<file path="src/rtl/pwm_pkg.sv">
// Shared definitions for the PWM threshold bank: counter modes, count direction
// and the channel-index width helper.
package pwm_pkg;

   localparam int PWM_MODE_EDGE   = 0;
   localparam int PWM_MODE_CENTER = 1;

   typedef enum logic {
      DIR_UP   = 1'b0,
      DIR_DOWN = 1'b1
   } dir_e;

   // A one-channel bank still needs a 1-bit index port.
   function automatic int clog2_min1(input int n);
      return (n <= 2) ? 1 : $clog2(n);
   endfunction

endpackage

</file>
<file path="src/rtl/pwm_threshold_bank_if.sv">
// Bus between a controller and the PWM threshold bank: duty writes, commit
// requests, run enable, the PWM outputs and the counter state for observation.
interface pwm_threshold_bank_if #(
   parameter int NUM_CH = 2,
   parameter int WIDTH  = 8
);
   import pwm_pkg::*;

   localparam int CH_W = clog2_min1(NUM_CH);

   // wr_en and commit are single-cycle strobes sampled at every rising edge;
   // there is no ready/backpressure, so every strobe is accepted in the cycle
   // it is presented. en is a level, not a strobe.
   logic              en;
   logic              wr_en;
   logic [CH_W-1:0]   wr_ch;
   logic [WIDTH-1:0]  wr_duty;
   logic              commit;

   logic [NUM_CH-1:0] PWM_sig;
   logic              period_start;
   logic              pending;
   logic [WIDTH-1:0]  cnt;
   dir_e              dir;

   modport master (
      output en, wr_en, wr_ch, wr_duty, commit,
      input  PWM_sig, period_start, pending, cnt, dir
   );

   modport slave (
      input  en, wr_en, wr_ch, wr_duty, commit,
      output PWM_sig, period_start, pending, cnt, dir
   );

endinterface

</file>
<file path="src/rtl/pwm_counter.sv">
// Shared period counter: edge-aligned wrap or centre-aligned up/down sweep,
// with the period-boundary flag and period-start strobe.
module pwm_counter
   import pwm_pkg::*;
#(
   parameter int WIDTH          = 8,
   parameter int CENTER_ALIGNED = PWM_MODE_EDGE
) (
   input  logic             clk,
   input  logic             rst,
   input  logic             en,
   output logic [WIDTH-1:0] cnt,
   output dir_e             dir,
   output logic             boundary,
   output logic             period_start
);

   localparam logic [WIDTH-1:0] CNT_MAX = {WIDTH{1'b1}};
   localparam logic [WIDTH-1:0] CNT_ONE = WIDTH'(1);

   logic [WIDTH-1:0] cnt_q, cnt_d;
   dir_e             dir_q, dir_d;

   always_ff @(posedge clk) begin
      if (rst) begin
         cnt_q <= '0;
         dir_q <= DIR_UP;
      end else begin
         cnt_q <= cnt_d;
         dir_q <= dir_d;
      end
   end

   // Centre mode turns around at max and at 1 so neither endpoint repeats.
   always_comb begin
      cnt_d = cnt_q;
      dir_d = dir_q;
      if (!en) begin
         cnt_d = '0;
         dir_d = DIR_UP;
      end else if (CENTER_ALIGNED == PWM_MODE_EDGE) begin
         cnt_d = cnt_q + CNT_ONE;
      end else if (dir_q == DIR_UP) begin
         if (cnt_q == CNT_MAX) begin
            cnt_d = cnt_q - CNT_ONE;
            dir_d = DIR_DOWN;
         end else begin
            cnt_d = cnt_q + CNT_ONE;
         end
      end else begin
         cnt_d = cnt_q - CNT_ONE;
         if (cnt_q == CNT_ONE) begin
            dir_d = DIR_UP;
         end
      end
   end

   // Boundary is the last cycle of a period: the next count is 0 going up.
   always_comb begin
      boundary = 1'b0;
      if (en) begin
         if (CENTER_ALIGNED == PWM_MODE_EDGE) begin
            boundary = (cnt_q == CNT_MAX);
         end else begin
            boundary = (dir_q == DIR_DOWN) && (cnt_q == CNT_ONE);
         end
      end
   end

   assign period_start = en & ~rst & (cnt_q == '0) & (dir_q == DIR_UP);
   assign cnt          = cnt_q;
   assign dir          = dir_q;

endmodule

</file>
<file path="src/rtl/pwm_threshold_bank.sv">
// NUM_CH PWM outputs off one shared counter, with double-buffered duty values
// that switch together only at a period boundary (or at once while disabled).
module pwm_threshold_bank
   import pwm_pkg::*;
#(
   parameter int NUM_CH         = 2,
   parameter int WIDTH          = 8,
   parameter int CENTER_ALIGNED = PWM_MODE_EDGE
) (
   input  logic                 clk,
   input  logic                 rst,
   pwm_threshold_bank_if.slave  bus
);

   localparam int CH_W = clog2_min1(NUM_CH);

   logic [WIDTH-1:0]  cnt;
   dir_e              dir;
   logic              boundary;
   logic              period_start;

   logic [WIDTH-1:0]  shadow_q [NUM_CH];
   logic [WIDTH-1:0]  shadow_d [NUM_CH];
   logic [WIDTH-1:0]  active_q [NUM_CH];
   logic [NUM_CH-1:0] hit;
   logic [NUM_CH-1:0] pwm_q;
   logic              pending_q;
   logic              transfer;

   pwm_counter #(
      .WIDTH          (WIDTH),
      .CENTER_ALIGNED (CENTER_ALIGNED)
   ) u_counter (
      .clk          (clk),
      .rst          (rst),
      .en           (bus.en),
      .cnt          (cnt),
      .dir          (dir),
      .boundary     (boundary),
      .period_start (period_start)
   );

   // Out-of-range channel indices match no entry and are dropped.
   always_comb begin
      for (int i = 0; i < NUM_CH; i++) begin
         shadow_d[i] = shadow_q[i];
         if (bus.wr_en && (bus.wr_ch == CH_W'(i))) begin
            shadow_d[i] = bus.wr_duty;
         end
      end
   end

   // Transfer uses shadow_d so a write landing in the transfer cycle is included.
   assign transfer = (boundary | ~bus.en) & (pending_q | bus.commit);

   always_ff @(posedge clk) begin
      if (rst) begin
         for (int i = 0; i < NUM_CH; i++) begin
            shadow_q[i] <= '0;
            active_q[i] <= '0;
         end
         pending_q <= 1'b0;
         pwm_q     <= '0;
      end else begin
         for (int i = 0; i < NUM_CH; i++) begin
            shadow_q[i] <= shadow_d[i];
            if (transfer) begin
               active_q[i] <= shadow_d[i];
            end
         end
         pending_q <= ~transfer & (pending_q | bus.commit);
         pwm_q     <= bus.en ? hit : '0;
      end
   end

   for (genvar g = 0; g < NUM_CH; g++) begin : g_cmp
      assign hit[g] = (cnt < active_q[g]);
   end

   assign bus.PWM_sig      = pwm_q;
   assign bus.period_start = period_start;
   assign bus.pending      = pending_q;
   assign bus.cnt          = cnt;
   assign bus.dir          = dir;

endmodule

</file>
<file path="src/flat_wrapper.sv">
// flat-port wrapper written by rule: the top's interface ports become plain ports
module pwm_threshold_bank_flat import pwm_pkg::*;
#(
   parameter int NUM_CH         = 2,
   parameter int WIDTH          = 8,
   parameter int CENTER_ALIGNED = PWM_MODE_EDGE
)
  (clk, rst, bus_en, bus_wr_en, bus_wr_ch, bus_wr_duty, bus_commit, bus_PWM_sig, bus_period_start, bus_pending, bus_cnt, bus_dir);
  pwm_threshold_bank_if #(.NUM_CH(NUM_CH), .WIDTH(WIDTH)) bus_i ();
  input  logic clk;
  input  logic rst;
  input wire logic [$bits(bus_i.en)-1:0] bus_en;
  input wire logic [$bits(bus_i.wr_en)-1:0] bus_wr_en;
  input wire logic [$bits(bus_i.wr_ch)-1:0] bus_wr_ch;
  input wire logic [$bits(bus_i.wr_duty)-1:0] bus_wr_duty;
  input wire logic [$bits(bus_i.commit)-1:0] bus_commit;
  output wire logic [$bits(bus_i.PWM_sig)-1:0] bus_PWM_sig;
  output wire logic [$bits(bus_i.period_start)-1:0] bus_period_start;
  output wire logic [$bits(bus_i.pending)-1:0] bus_pending;
  output wire logic [$bits(bus_i.cnt)-1:0] bus_cnt;
  output wire logic [$bits(bus_i.dir)-1:0] bus_dir;
  assign bus_i.en = bus_en;
  assign bus_i.wr_en = bus_wr_en;
  assign bus_i.wr_ch = bus_wr_ch;
  assign bus_i.wr_duty = bus_wr_duty;
  assign bus_i.commit = bus_commit;
  assign bus_PWM_sig = bus_i.PWM_sig;
  assign bus_period_start = bus_i.period_start;
  assign bus_pending = bus_i.pending;
  assign bus_cnt = bus_i.cnt;
  assign bus_dir = bus_i.dir;
  pwm_threshold_bank #(.NUM_CH(NUM_CH), .WIDTH(WIDTH), .CENTER_ALIGNED(CENTER_ALIGNED)) u_core (.clk(clk), .rst(rst), .bus(bus_i));
endmodule
</file>
<file path="config.mk">
export PLATFORM = sky130hd
export DESIGN_NAME = pwm_threshold_bank_flat
export DESIGN_NICKNAME = d
export VERILOG_FILES = /design/src/rtl/pwm_pkg.sv /design/src/rtl/pwm_threshold_bank_if.sv /design/src/rtl/pwm_counter.sv /design/src/rtl/pwm_threshold_bank.sv /design/src/flat_wrapper.sv
export SDC_FILE = /design/constraint.sdc
export NUM_CORES = 1
export LEC_CHECK = 0
export ABC_AREA = 1
export CORE_UTILIZATION = 50
export CTS_BUF_LIST = sky130_fd_sc_hd__clkbuf_16
export CTS_CLUSTER_SIZE = 40
export DETAILED_ROUTE_END_ITERATION = 8
export PLACE_DENSITY_LB_ADDON = 0.05
export SKIP_LAST_GASP = 1
export SLEW_MARGIN = 20
export SYNTH_ARGS = -nofsm -noshare
export SYNTH_HDL_FRONTEND = slang
export SYNTH_SLANG_ARGS = --single-unit
</file>
<file path="constraint.sdc">
create_clock -name clk -period 2.65 [get_ports clk]
set_clock_uncertainty 0.2 [all_clocks]
set_input_delay 0.3975 -clock clk [delete_from_list [all_inputs] [get_ports clk]]
set_output_delay 0.3975 -clock clk [all_outputs]
set_load 0.01 [all_outputs]
</file>
# == Word-level counts from Yosys, hierarchy flattened ==
# Memory sizes are Yosys's and may differ from the RTL's.
# Index checks and enable logic that the tools add are counted.
# classes
n_lt_le_gt_ge,2
eq_ne,1
n_addsub,1
muxes,13
n_bitwise,14
reduce_logical,4
# ops
cell,count
2-to-1 mux 8 bit,6
< comparator 8 bit,2
"adder 8 x 1 -> 8 bit, second input constant",1
"== test 8 bit, second input constant",1
logical NOT 8 bit,1
2-to-1 mux 1 bit,7
bitwise OR 1 bit,6
AND 1 bit,4
NOT 1 bit,4
logical AND 1 bit,2
OR reduction 2 bit,1
# word_totals
inputBits,14
ram_bits,32
regBits,11
n_memories,2
output_inout_bits,13
# memory_table
name,depth,width,read_ports,rd_ports_with_merged_regs,write_ports,line_no,rtl
u_core.active_q,2,8,2,0,2,pwm_threshold_bank.sv:24,logic [WIDTH-1:0] active_q [NUM_CH];
u_core.shadow_q,2,8,2,0,2,pwm_threshold_bank.sv:22,logic [WIDTH-1:0] shadow_q [NUM_CH];

# == Logic depth before layout (Yosys ltp) ==
# Gate-level depths: netlist of run 1.
# logic_depth
ltp_word,8
ltp_mapped,8

# == By module ==
# Synthesis of run 1 repeated with hierarchy kept, for this count alone.
# unflattened
cells_unflattened,231
area_unflattened_um2,2038.2
# by_module_without_submodules
mod,cells_per_inst,area_each_um2,n_inst
pwm_threshold_bank,171,1634.1,1
pwm_counter,60,404.1,1

# == Worst setup path after synthesis of run 1 ==
# No wires, ideal clock.
# synth_path
path_type,reg-to-reg
from,reg u_core.u_counter.cnt_q[1] (netlist: u_core.u_counter.cnt[1])
to,mem u_core.active_q[0][0] (enable)
period_less_slack_ns,2.172
arrival_time_ns,1.600
required_ns,2.078
path_stages_with_launch,9
path_buffers,1
path_slack_ns,0.478
path_cell_list,dfxtp_1 -> ha_1 -> nand2_1 -> nor2_4 -> nand3_2 -> nand2_2 -> nand2_4 -> buf_6 -> nand2_1
# synth_rtl
element,line_no,rtl
"start, declared",pwm_counter.sv:21,"logic [WIDTH-1:0] cnt_q, cnt_d;"
"start signal, assigned",pwm_counter.sv:29,cnt_q <= cnt_d;
"end, declared",pwm_threshold_bank.sv:24,

# == Worst setup path in the final report of run 1 ==
# layout_path
from,in bus_en
to,out bus_period_start
# layout_via
elab_chain_cells,2
# layout_lines
element,line_no,rtl
"start, declared",flat_wrapper.sv:12,input wire logic [$bits(bus_i.en)-1:0] bus_en;
AND 1 bit (2 in series),pwm_counter.sv:70,assign period_start = en & ~rst & (cnt_q == '0) & (dir_q == DIR_UP);
"end, declared",flat_wrapper.sv:18,output wire logic [$bits(bus_i.period_start)-1:0] bus_period_start;
# Every way passes these cells.

==> impl_results.md, run 1 <==
* Setup TNS Final at 0 ps
* Max Clk Rate at 0.404 GHz
* Final nets at about 320
* Status: completed
* H-tree levels at 2
* Setup ws final at 174 ps
* Drt pass-1 iters at 4
* Tmin final at 2480 ps
* R2r startpoint: u_core.u_counter.cnt[1]$_SDFF_PN0_
* Worst-path fanout max at 4
* Cell accounting for the most synthesized area: dfxtp_1
* Critical Path Source Type: input pin
* IO Count at 27
* Mapped Area at around 2100 sq um
* Hold Startpoint: u_core.u_counter.cnt[0]$_SDFF_PN0_
* Root buffer cell: clkbuf_16
* Core Util, Final at 0.637
* WP data required at a little over 2000 ps
* Clk buf depth at 2
* Skew-Pair Late Insertion Delay at around 280 ps
* Top FF cell, synth: dfxtp_1
* GR Overflow Total at 0
* LEAKAGE at 1.19 nW
* PostCTS Resize Cnt at 0
* Largest net degree at the start of global routing at 19
* EDFF count, synth at 16
* Via Count at approximately 1500
* Layout cell share with drive strength beyond 1 at 0.0922
* Vias in the first global route at roughly 1300
* Netlist cell types at 24
* Register area share after synthesis at 0.481
* TritonCTS Buffers at 5
* Placed cell count at 335
* Die X at approximately 67 microns
* Post-synth net total at 293
* Commonest cells in the synthesized netlist: 62 x inv_1, 41 x nand2_1, 38 x nor2_1, 27 x dfxtp_1
* Antenna Nets Post-Route at 0
* First-pass GRT wire length at 5820 microns
* Core Region at about 4000 sq um
* # rows at 23
* Post-DP HPWL at between 2000 and 2500 microns
* Routability cong. at 0.757
* Non-filler cells, final at 343
* Place WS at 171 ps
* Die Ht at 67.1 microns
* Critical R2R Capture: u_core.active_q[0][1]$_SDFFCE_PN0P_
* Synth Register Bits at 43
* Die area at 4510 sq um
* Max IR drop VDD at 0.372 mV
* Worst Hold Class: reg -> reg
* Final setup viols at 0
* Antenna Cells at 0
* Crit path cell chain: clkdlybuf4s50_1, inv_1, nor2_2, inv_1, nor3_1, clkdlybuf4s50_1
* Critical-path top delay cell: clkdlybuf4s50_1
* R2R depth at 8
* Setup crit end kind: primary output
* Synth Area per Inst at 8.07 sq um
* Initial core utilization at 0.527
* Worst-path clk slew at about 60 ps
* Yosys top cell area share at 0.255
* Avg WL per Cell at 9.81 microns
* Hold Path Cell Cnt at 1
* Crit-path leading delay family: buffers and inverters
* Async set-or-reset flop fraction in the synthesized netlist at 0
* Top-count cell post-synth: inv_1
* Synth Warn # at 0
* # hold bufs at CTS at 0
* Synth area leaders: dfxtp_1 25%, edfxtp_1 23%, inv_1 11%
* WP data arrival at 1880 ps
* Max_cap viols at 0
* Final slew viol count at 0
* Gate Count Post-Synth at 263
* Dpl cell area at 2420 sq um
* Fin crit share at 0.935
* Fin. Hold Viols at 0
* Number of buffers added on ports at 25
* Vias per cell at 4.42
* Clock sinks at 43
* WHS Endpoint: u_core.u_counter.cnt[0]$_SDFF_PN0_
* CP max stage delay at 550 ps
* Worst R2R Setup Slack at 600 ps
* Total Routing Usage GR at 0.177
* Starting DRC count in detailed routing at 54
* Unrepaired setup endpoints after global routing: false
* Setup Fix Bufs, Post-CTS at 0
* CTS tree: built
* Fillers at around 360
* Antenna violations before repair at 0
* Number of buffers and inverters on the critical path at 4
* Final WL at about 3400 microns
* Post-route DRC at 0
* Synth-to-layout area growth at 20.9%
* CP Class: in -> out
* Pwr dens at 580 nW/um^2
* Post-route cell area at 2560 sq um
flip-flops by register name, indices dropped and copies added, names as in the netlist:
name and cells:
u_core.bus.PWM_sig 2, u_core.active_q 16, u_core.shadow_q 16, u_core.u_counter.cnt 8
u_core.bus.pending 1
worst max-delay path by stage:
stage / from / endpoint / slack [ps] / depth (start not counted)
floorplan: u_core.u_counter.cnt[1]$_SDFF_PN0_ / u_core.active_q[0][0]$_SDFFCE_PN0P_ / 480 / 8
global placement: bus_en / bus_period_start / 170 / 6
detailed placement: bus_en / bus_period_start / 170 / 6
CTS: bus_en / bus_period_start / 170 / 6
global route: bus_en / bus_period_start / 70 / 6
finish: bus_en / bus_period_start / 170 / 6
per-layer routing:
metal | track usage | vias up | wire, microns
met3 | 0.0456 | 5 | 108
li1 | - | 856 | -
met2 | 0.285 | 29 | 1480
met5 | 0 | - | 0
met4 | 0.0798 | 0 | 59
met1 | 0.223 | 625 | 1720
area by class of cell:
class / instances / area [sq um] / share of cell area
multi-input combinational: 152 / 831 / 0.324
sequential: 43 / 1020 / 0.398
tap: 50 / 62.6 / 0.0244
clock buffer: 5 / 125 / 0.0488
clock inverter: 3 / 20.0 / 0.00780
inverter: 62 / 233 / 0.0907
timing repair buffer: 28 / 273 / 0.106
cells in the final DEF (no fill, tap or decap):
cell / count
clkdlybuf4s50_1: 25
nor2_1: 38
o21ai_0: 15
nor2_4: 2
nor2_2: 10
inv_1: 62
dfxtp_1: 27
clkinvlp_4: 1
buf_4: 3
clkbuf_16: 5
ha_1: 16
clkinv_1: 1
a21oi_1: 11
o21ai_1: 2
nor3_1: 2
o21a_1: 1
edfxtp_1: 16
nand2_2: 3
o21bai_1: 2
nand3_2: 1
conb_1: 1
nand2_4: 1
nand2_1: 41
nand3b_1: 1
clkinv_4: 1
nand3_1: 5
power by group:
group,leakage [nW],switching [mW],total (mW),internal [mW]
clock,0.0674,0.251,0.598,0.347
combinational,0.727,0.0882,0.156,0.0679
sequential,0.393,0.0102,0.734,0.724
per-stage QoR:
stage / total power [mW] / hold WS, ps
2_1_floorplan: 0.853 / 276
3_3_place_gp: 0.902 / 295
3_5_place_dp: 0.907 / 270
4_1_cts: 1.50 / 285
5_1_grt: 1.56 / 321
6_report: 1.49 / 281
logic make-up after synthesis:
kind of cell | count (synthesis) | share of synthesized area
AO/OA/AOI/OAI | 31 | 0.0766
AND/OR/NAND/NOR | 104 | 0.219
buffers and inverters | 68 | 0.127
other | 1 | 0.00177
adder cells (fa/ha/maj) | 16 | 0.0943
flip-flops | 43 | 0.481
worst reg2reg max path: stages (launching register included):
cell and delay, ps:
dfxtp_1 420, ha_1 200, nand2_1 100, nor2_4 170
nand3_2 90, nand2_2 100, nand2_4 150, nand2_1 90
buf_4 220
(Power assumes the default switching activity.)
==> inputs of run 2 (changes only) <==
Settings changed: DONT_BUFFER_PORTS from default to 1.
==> run 2 against run 1 <==
Net effect: total power is 3.4% lower; sequential power hardly changed; cell count is 7.0% lower; via count is 4.7% lower; utilization is 6.1 points lower; design area is 9.6% lower; combinational power is 22% lower; sequential cell count stayed put; non-clock buffer count is 24 lower; first-iteration DRC count stayed put; register-to-register slack worse by 40 ps; die area stayed put; critical path type is now reg -> reg.
==> impl_results.md, run 2 (synthesis gave the netlist of run 1 again) <==
* Status: completed (unchanged)
* Fillers at 386 (was 363)
* Layout cell share with drive strength beyond 1 at 0.0929 (was 0.0922)
* LEAKAGE at 1.11 nW (was 1.19 nW)
* WP data required at 2430 ps (was 2050 ps)
* Fin. Hold Viols at 0 (unchanged)
* Worst-path fanout max at 17 (was 4)
* Pwr dens at 620 nW/um^2 (was 580 nW/um^2)
* H-tree levels at 2 (unchanged)
* Starting DRC count in detailed routing at 54 (unchanged)
* Commonest non-fill, non-tap cell in the layout: inv_1 (unchanged)
* Max_cap viols at 0 (unchanged)
* Setup TNS Final at 0 ps (unchanged)
* Max Clk Rate at 0.477 GHz (was 0.404 GHz)
* Root buffer cell: clkbuf_16 (unchanged)
* Final WL at 3420 microns (was 3360 microns)
* Die area at 4510 sq um (unchanged)
* Setup ws final at 555 ps (was 174 ps)
* Tmin final at 2090 ps (was 2480 ps)
* PostCTS Resize Cnt at 0 (unchanged)
* # rows at 23 (unchanged)
* Critical Path Source Type: flop (was input pin)
* Antenna violations before repair at 0 (unchanged)
* Initial core utilization at 0.527 (unchanged)
* Avg WL per Cell at 10.7 microns (was 9.81 microns)
* Number of buffers added on ports at 0 (was 25)
* Largest net degree at the start of global routing at 18 (was 19)
* Max IR drop VDD at 0.466 mV (was 0.372 mV)
* Final setup viols at 0 (unchanged)
* Antenna Nets Post-Route at 0 (unchanged)
* CTS tree: built (unchanged)
* Most frequent cells in the layout: 64 x inv_1, 41 x nand2_1, 38 x nor2_1 (was 62 x inv_1, 41 x nand2_1, 38 x nor2_1)
* Routability cong. at 0.724 (was 0.757)
* IO Count at 27 (unchanged)
* Final slew viol count at 0 (unchanged)
* Die X at 67.1 microns (unchanged)
* Fin crit share at 0.790 (was 0.935)
* Final nets at 298 (was 322)
* Clk buf depth at 2 (unchanged)
* CP Class: reg -> reg (was in -> out)
* Worst Hold Class: in -> reg (was reg -> reg)
* Skew-Pair Late Insertion Delay at 290 ps (was 280 ps)
* Clock sinks at 43 (unchanged)
* Worst-path clk slew at 60 ps (about the same)
* Vias per cell at 4.53 (was 4.42)
* Place WS at 518 ps (was 171 ps)
* TritonCTS Buffers at 5 (unchanged)
* Setup crit end kind: flop (was primary output)
* Unrepaired setup endpoints after global routing: false (unchanged)
* Via Count at 1444 (was 1515)
* Post-DP HPWL at 2440 microns (was 2480 microns)
* GR Overflow Total at 0 (unchanged)
* Antenna Cells at 0 (unchanged)
* First-pass GRT wire length at 5750 microns (was 5820 microns)
* Die Ht at 67.1 microns (unchanged)
* Total Routing Usage GR at 0.180 (was 0.177)
* Synth-to-layout area growth at 9.32% (was 20.9%)
* Vias in the first global route at 1331 (was 1337)
* WP data arrival at 1870 ps (was 1880 ps)
* Post-route DRC at 0 (unchanged)
* Core Region at 4030 sq um (unchanged)
* Drt pass-1 iters at 4 (unchanged)
run 2: critical path, stage by stage, from the launching register on:
cell and delay (ps):
dfxtp_1 470, ha_1 220, nand2_1 100, nor2_4 160
nand3_2 90, nand2_2 100, nand2_4 140, nand2_1 90
buf_4 220
run 2: timing repair:
action / 4_1_cts / 5_1_grt
hold endpoints to repair: 11 / 0
buffers inserted: 0 / 0
hold buffers: 2 / 0
run 2: worst paths after layout:
check | from | endpoint | slack, ps | cells after the start
min reg2reg | u_core.u_counter.cnt[0]$_SDFF_PN0_ | u_core.u_counter.cnt[0]$_SDFF_PN0_ | 310 | 1
min | rst | u_core.shadow_q[0][7]$_SDFF_PP0_ | 5 | 1
max | u_core.u_counter.cnt[1]$_SDFF_PN0_ | u_core.active_q[0][8]$_SDFFCE_PN0P_ | 560 | 8
max reg2reg | u_core.u_counter.cnt[1]$_SDFF_PN0_ | u_core.active_q[0][8]$_SDFFCE_PN0P_ | 560 | 8
run 2: cell type report:
| type | count | area, sq um | share of cell area |
|---|---|---|---|
| sequential | 43 | 1020 | 0.440 |
| multi-input combinational | 152 | 831 | 0.358 |
| inverter | 62 | 233 | 0.100 |
| clock buffer | 5 | 125 | 0.0539 |
| tap | 50 | 62.6 | 0.0270 |
| timing repair buffer | 4 | 35.0 | 0.0151 |
| clock inverter | 3 | 12.5 | 0.00539 |
run 2: routing by layer:
metal | part of all wire | track usage | vias up
met1 | 0.47 | 0.205 | 599
met2 | 0.45 | 0.290 | 31
met5 | 0 | 0 | -
met3 | 0.054 | 0.0709 | 5
met4 | 0.024 | 0.0957 | 0
li1 | - | - | 809
run 2: per-stage QoR:
| step | area, sq um | hold WS [ps] | utilization | std cells | power, mW |
|---|---|---|---|---|---|
| final | 2320 | 4.85 | 0.576 | 319 | 1.44 |
| after global routing | 2320 | 4.47 | 0.576 | 319 | 1.50 |
| after CTS | 2320 | 0.514 | 0.576 | 319 | 1.46 |
| after detailed placement | 2160 | 291 | 0.537 | 309 | 0.871 |
| after global placement | 2160 | 287 | 0.537 | 309 | 0.868 |
| after floorplan | 2120 | 276 | - | 263 | 0.853 |
run 2: power breakdown:
group	total, mW	leakage, nW	switching, mW	internal, mW
clock	0.578	0.0762	0.238	0.340
combinational	0.122	0.638	0.0781	0.0441
sequential	0.737	0.393	0.0130	0.724
